File: src/rtl/piso_serializer.sv
// piso_serializer: parallel-in, serial-out transmitter.
// Accepts a WIDTH-bit word on a valid/ready handshake and sends it MSB first,
// one bit per clock, with ser_valid qualifying each serial bit.
// Optional feature macro: PISO_PARITY_EN appends an even-parity bit per word.
//
// state  | meaning
// -------+--------------------------------------------------------------
// IDLE   | no word in flight, ready for a new word
// SHIFT  | data bits going out, cnt = data bits left after this one
// PARITY | parity bit going out (only with PISO_PARITY_EN)

module piso_serializer #(
  parameter int WIDTH = 8
) (
  input  logic             clk,
  input  logic             rst,
  input  logic             in_valid,
  output logic             in_ready,
  input  logic [WIDTH-1:0] in_data,
  output logic             ser_out,
  output logic             ser_valid,
  output logic             busy
);

  localparam int CW = (WIDTH > 1) ? $clog2(WIDTH) : 1;

`ifdef PISO_PARITY_EN
  typedef enum logic [1:0] {
    IDLE   = 2'd0,
    SHIFT  = 2'd1,
    PARITY = 2'd2
  } state_t;
`else
  typedef enum logic {
    IDLE  = 1'b0,
    SHIFT = 1'b1
  } state_t;
`endif

  state_t           state;
  logic [WIDTH-1:0] sh;
  logic [CW-1:0]    cnt;
`ifdef PISO_PARITY_EN
  logic             par;
`endif

  logic last_bit;
  logic final_bit;
  logic accept;

  // Final serial cycle of a word is where the next word may be taken with no bubble.
  assign last_bit = (state == SHIFT) && (cnt == '0);
`ifdef PISO_PARITY_EN
  assign final_bit = (state == PARITY);
`else
  assign final_bit = last_bit;
`endif

  assign in_ready = !rst && ((state == IDLE) || final_bit);
  assign accept   = in_valid && in_ready;
  assign busy     = (state != IDLE);

  // Single FSM register block; a handshake always wins over the default next state.
  always_ff @(posedge clk or posedge rst) begin
    if (rst) begin
      state     <= IDLE;
      sh        <= '0;
      cnt       <= '0;
      ser_out   <= 1'b0;
      ser_valid <= 1'b0;
`ifdef PISO_PARITY_EN
      par       <= 1'b0;
`endif
    end else begin
      case (state)
        IDLE: begin
          ser_out   <= 1'b0;
          ser_valid <= 1'b0;
        end
        SHIFT: begin
          sh <= sh << 1;
`ifdef PISO_PARITY_EN
          par <= par ^ sh[WIDTH-1];
`endif
          if (cnt != '0) begin
            cnt     <= cnt - CW'(1);
            ser_out <= sh[WIDTH-2];
          end else begin
`ifdef PISO_PARITY_EN
            state     <= PARITY;
            ser_out   <= par ^ sh[WIDTH-1];
            ser_valid <= 1'b1;
`else
            state     <= IDLE;
            ser_out   <= 1'b0;
            ser_valid <= 1'b0;
`endif
          end
        end
`ifdef PISO_PARITY_EN
        PARITY: begin
          state     <= IDLE;
          ser_out   <= 1'b0;
          ser_valid <= 1'b0;
        end
`endif
        default: begin
          state     <= IDLE;
          ser_out   <= 1'b0;
          ser_valid <= 1'b0;
        end
      endcase

      if (accept) begin
        state     <= SHIFT;
        sh        <= in_data;
        cnt       <= CW'(WIDTH - 1);
        ser_out   <= in_data[WIDTH-1];
        ser_valid <= 1'b1;
`ifdef PISO_PARITY_EN
        par       <= 1'b0;
`endif
      end
    end
  end

endmodule
File: config.mk
export PLATFORM = sky130hd
export DESIGN_NAME = piso_serializer
export DESIGN_NICKNAME = d
export VERILOG_FILES = /design/src/rtl/piso_serializer.sv
export SDC_FILE = /design/constraint.sdc
export NUM_CORES = 1
export LEC_CHECK = 0
export BUFFER_PORTS_ARGS = -buffer_cell sky130_fd_sc_hd__buf_2
export CAP_MARGIN = 15
export CELL_PAD_IN_SITES_DETAIL_PLACEMENT = 1
export CELL_PAD_IN_SITES_GLOBAL_PLACEMENT = 2
export CORE_MARGIN = 2
export CORE_UTILIZATION = 33
export CTS_CLUSTER_DIAMETER = 100
export DETAILED_ROUTE_END_ITERATION = 7
export HOLD_SLACK_MARGIN = 0.12
export MAX_ROUTING_LAYER = met4
export PLACE_DENSITY_LB_ADDON = 0.1
export RECOVER_POWER = 25
export SYNTH_ARGS = -nofsm -noshare
export SYNTH_HDL_FRONTEND = slang
export SYNTH_SLANG_ARGS = --single-unit
export TNS_END_PERCENT = 100
File: constraint.sdc
create_clock -name clk -period 2.1 [get_ports clk]
set_input_delay 0.21 -clock clk [delete_from_list [all_inputs] [get_ports clk]]
set_output_delay 0.21 -clock clk [all_outputs]
set_load 0.05 [all_outputs]
==> metrics.txt <==
max-cap violations=0; Horiz. Die Dim=48.7 µm; Synth cell types=15; Vias/cell=4.49; min Tclk post-route=1.86 ns; GRT Overall Usage=0.117; via count=427; row cnt=16; Core Area=~0.0019 mm²; # DRC=0; WL final=1140 µm; Tot Pwr=1.18 mW; I/O pins=15; syn_area_per_cell=13.2 µm²; Overflow after GRT=0; Peak Freq=approximately 0.54 GHz; clock sinks=13; register area share after synthesis=0.494; relative max-transition margin=0.515; area of the mapped netlist=658 µm²; dpl ws=0.444 ns; Req. time, crit path=1.89 ns; Clock Tree Buf Depth=2; Cells after Synth=50; max incr delay on CP=0.38 ns; NumNets Final=82; data arrival time of the worst path=1.65 ns; Final Max Tran Viols=0; clock root buffer master=clkbuf_4; final setup violation count=0; HPWL Detailed=871 µm; share of cells above drive strength 1=0.456; routability-driven placement congestion ratio=just under 0.7; slowest cell on the critical path=dfrtp_1; YS warnings=0; final critical-path share of the clock period=0.883; Initial DRC Count=0; WS Path Type=reg -> out; crit start category=flop; power per cell area=about 1500 mW/mm²; H-tree lvl count=1; Worst-Skew Late Latency=approximately 0.27 ns; final hold vios=0; TritonCTS clock tree=done; Mapped Nets=63; IO Port Bufs=14; DIE AREA=0.00237 mm²; Worst Skew=0.00165 ns; slew at the pin closest to its max-slew limit=0.728 ns; class of the worst hold path=in -> reg; initial antenna violation count=0; ANT cells=0; clock transition at the registers of the reported paths=0.08 ns; Buf/Inv on CP=2; delay-heaviest family, CP=flip-flops; drt wl/cell=12.0 µm; Max IR drop VDD=roughly 0.54 mV; leakage power=roughly 0.4 nW; register bit total from synthesis=13; Die Y=48.7 µm; total CTS buffers=3; Worst setup EP type=primary output; Initial Util=0.342; final setup TNS=0 ns; Area Growth Syn to Fin=18.3%; critical path cell sequence=inv_1, ha_1, ha_1, and2b_1, nor2_1, buf_2; Worst Path Max Fanout=4; PnR worst setup slack=0.245 ns; 1st-pass router iterations=1; CP most frequent cell=ha_1; Detail Route Antenna Nets=0; status=complete, no violations; first-pass GRT wire length=around 2100 µm; maximum number of pins on one net before global-route repair=14; post-CTS sizing=0; vias in the first global route=~470; unrepaired setup endpoints after global routing=no
flip-flops by register name (all words and copies together), names as in the netlist:
register   count
ser_out        1
busy           1
ser_valid      1
cnt            3
sh             7
power by group:
| part | internal (mW) | leakage, nW | switching (mW) |
|---|---|---|---|
| combinational | 0.278 | 0.225 | 0.294 |
| clock | 0.0734 | 0.0150 | 0.0784 |
| sequential | 0.367 | 0.161 | 0.0849 |
cell usage in the layout (no fill, tap or decap):
cell type / Yosys / routed
o21ai_0: 1 / 1
nor2_1: 3 / 3
a32o_1: 1 / 1
nand3_4: 1 / 1
mux2_2: 8 / 8
nor2b_1: 1 / 1
and2b_1: 1 / 1
o211ai_1: 2 / 2
nand2_1: 5 / 5
nand2b_4: 1 / 1
ha_1: 2 / 2
dfrtp_1: 13 / 13
clkbuf_1: 0 / 3
buf_2: 0 / 13
clkbuf_4: 0 / 3
mux2_4: 5 / 5
dlygate4sd3_1: 0 / 1
inv_1: 4 / 4
cells by family after synthesis:
family	share of synthesized area
flip-flops	0.494
multiplexers	0.251
AO/OA/AOI/OAI	0.0456
buffers and inverters	0.0570
AND/OR/NAND/NOR	0.114
adder cells (fa/ha/maj)	0.0380
stage by stage:
step / instances / hold slack (ns) / util / cell area (µm²)
final: 95 / 0.172 / 0.405 / 778
after global placement: 90 / 0.322 / 0.389 / 747
after floorplan: 50 / 0.117 / - / 658
after CTS: 95 / 0.164 / 0.408 / 783
after detailed placement: 90 / 0.317 / 0.389 / 747
after global routing: 95 / 0.154 / 0.405 / 778
final timing paths:
kind,depth (start not counted),slack [ns],end,startpoint
max in group asynchronous,4,0.90,cnt[1],rst
min in group asynchronous,4,0.74,cnt[0],rst
max,6,0.24,in_ready,cnt[0]
min,2,0.17,sh[1],in_data[1]
min reg2reg,2,0.48,ser_valid,ser_valid
max reg2reg,6,0.46,sh[4],cnt[0]
synth_stat cells, drive strengths merged:
master	n	area [µm²]
o21ai	1	5.00
and2b	1	7.51
buf	2	22.5
inv	4	15.0
nand2	5	18.8
nand2b	1	13.8
nor2	3	11.3
nor2b	1	6.26
o211ai	2	15.0
dfrtp	13	325
mux2	13	165
ha	2	25.0
a32o	1	10.0
nand3	1	17.5
metal layers:
metal | wire [µm] | track usage
met1 | 518 | 0.138
met2 | 594 | 0.187
met3 | 18 | 0.0278
met4 | 6 | 0.0571
met5 | 0 | -
final cells by class:
type / count / area (µm²)
multi-input cells: 31 / 295
fillers: 226 / 1140
inverters: 4 / 15.0
repair buffers: 16 / 82.6
well taps: 27 / 33.8
clock buffers: 4 / 26.3
flip-flops and latches: 13 / 325
what timing repair did:
action / CTS / global route
buffers inserted: 0 / 0
endpoints found under the hold margin: 13 / 0
endpoints found under the setup margin: 0 / 0
hold buffers: 1 / 0
No activity file was read; power rests on OpenSTA's default activity.
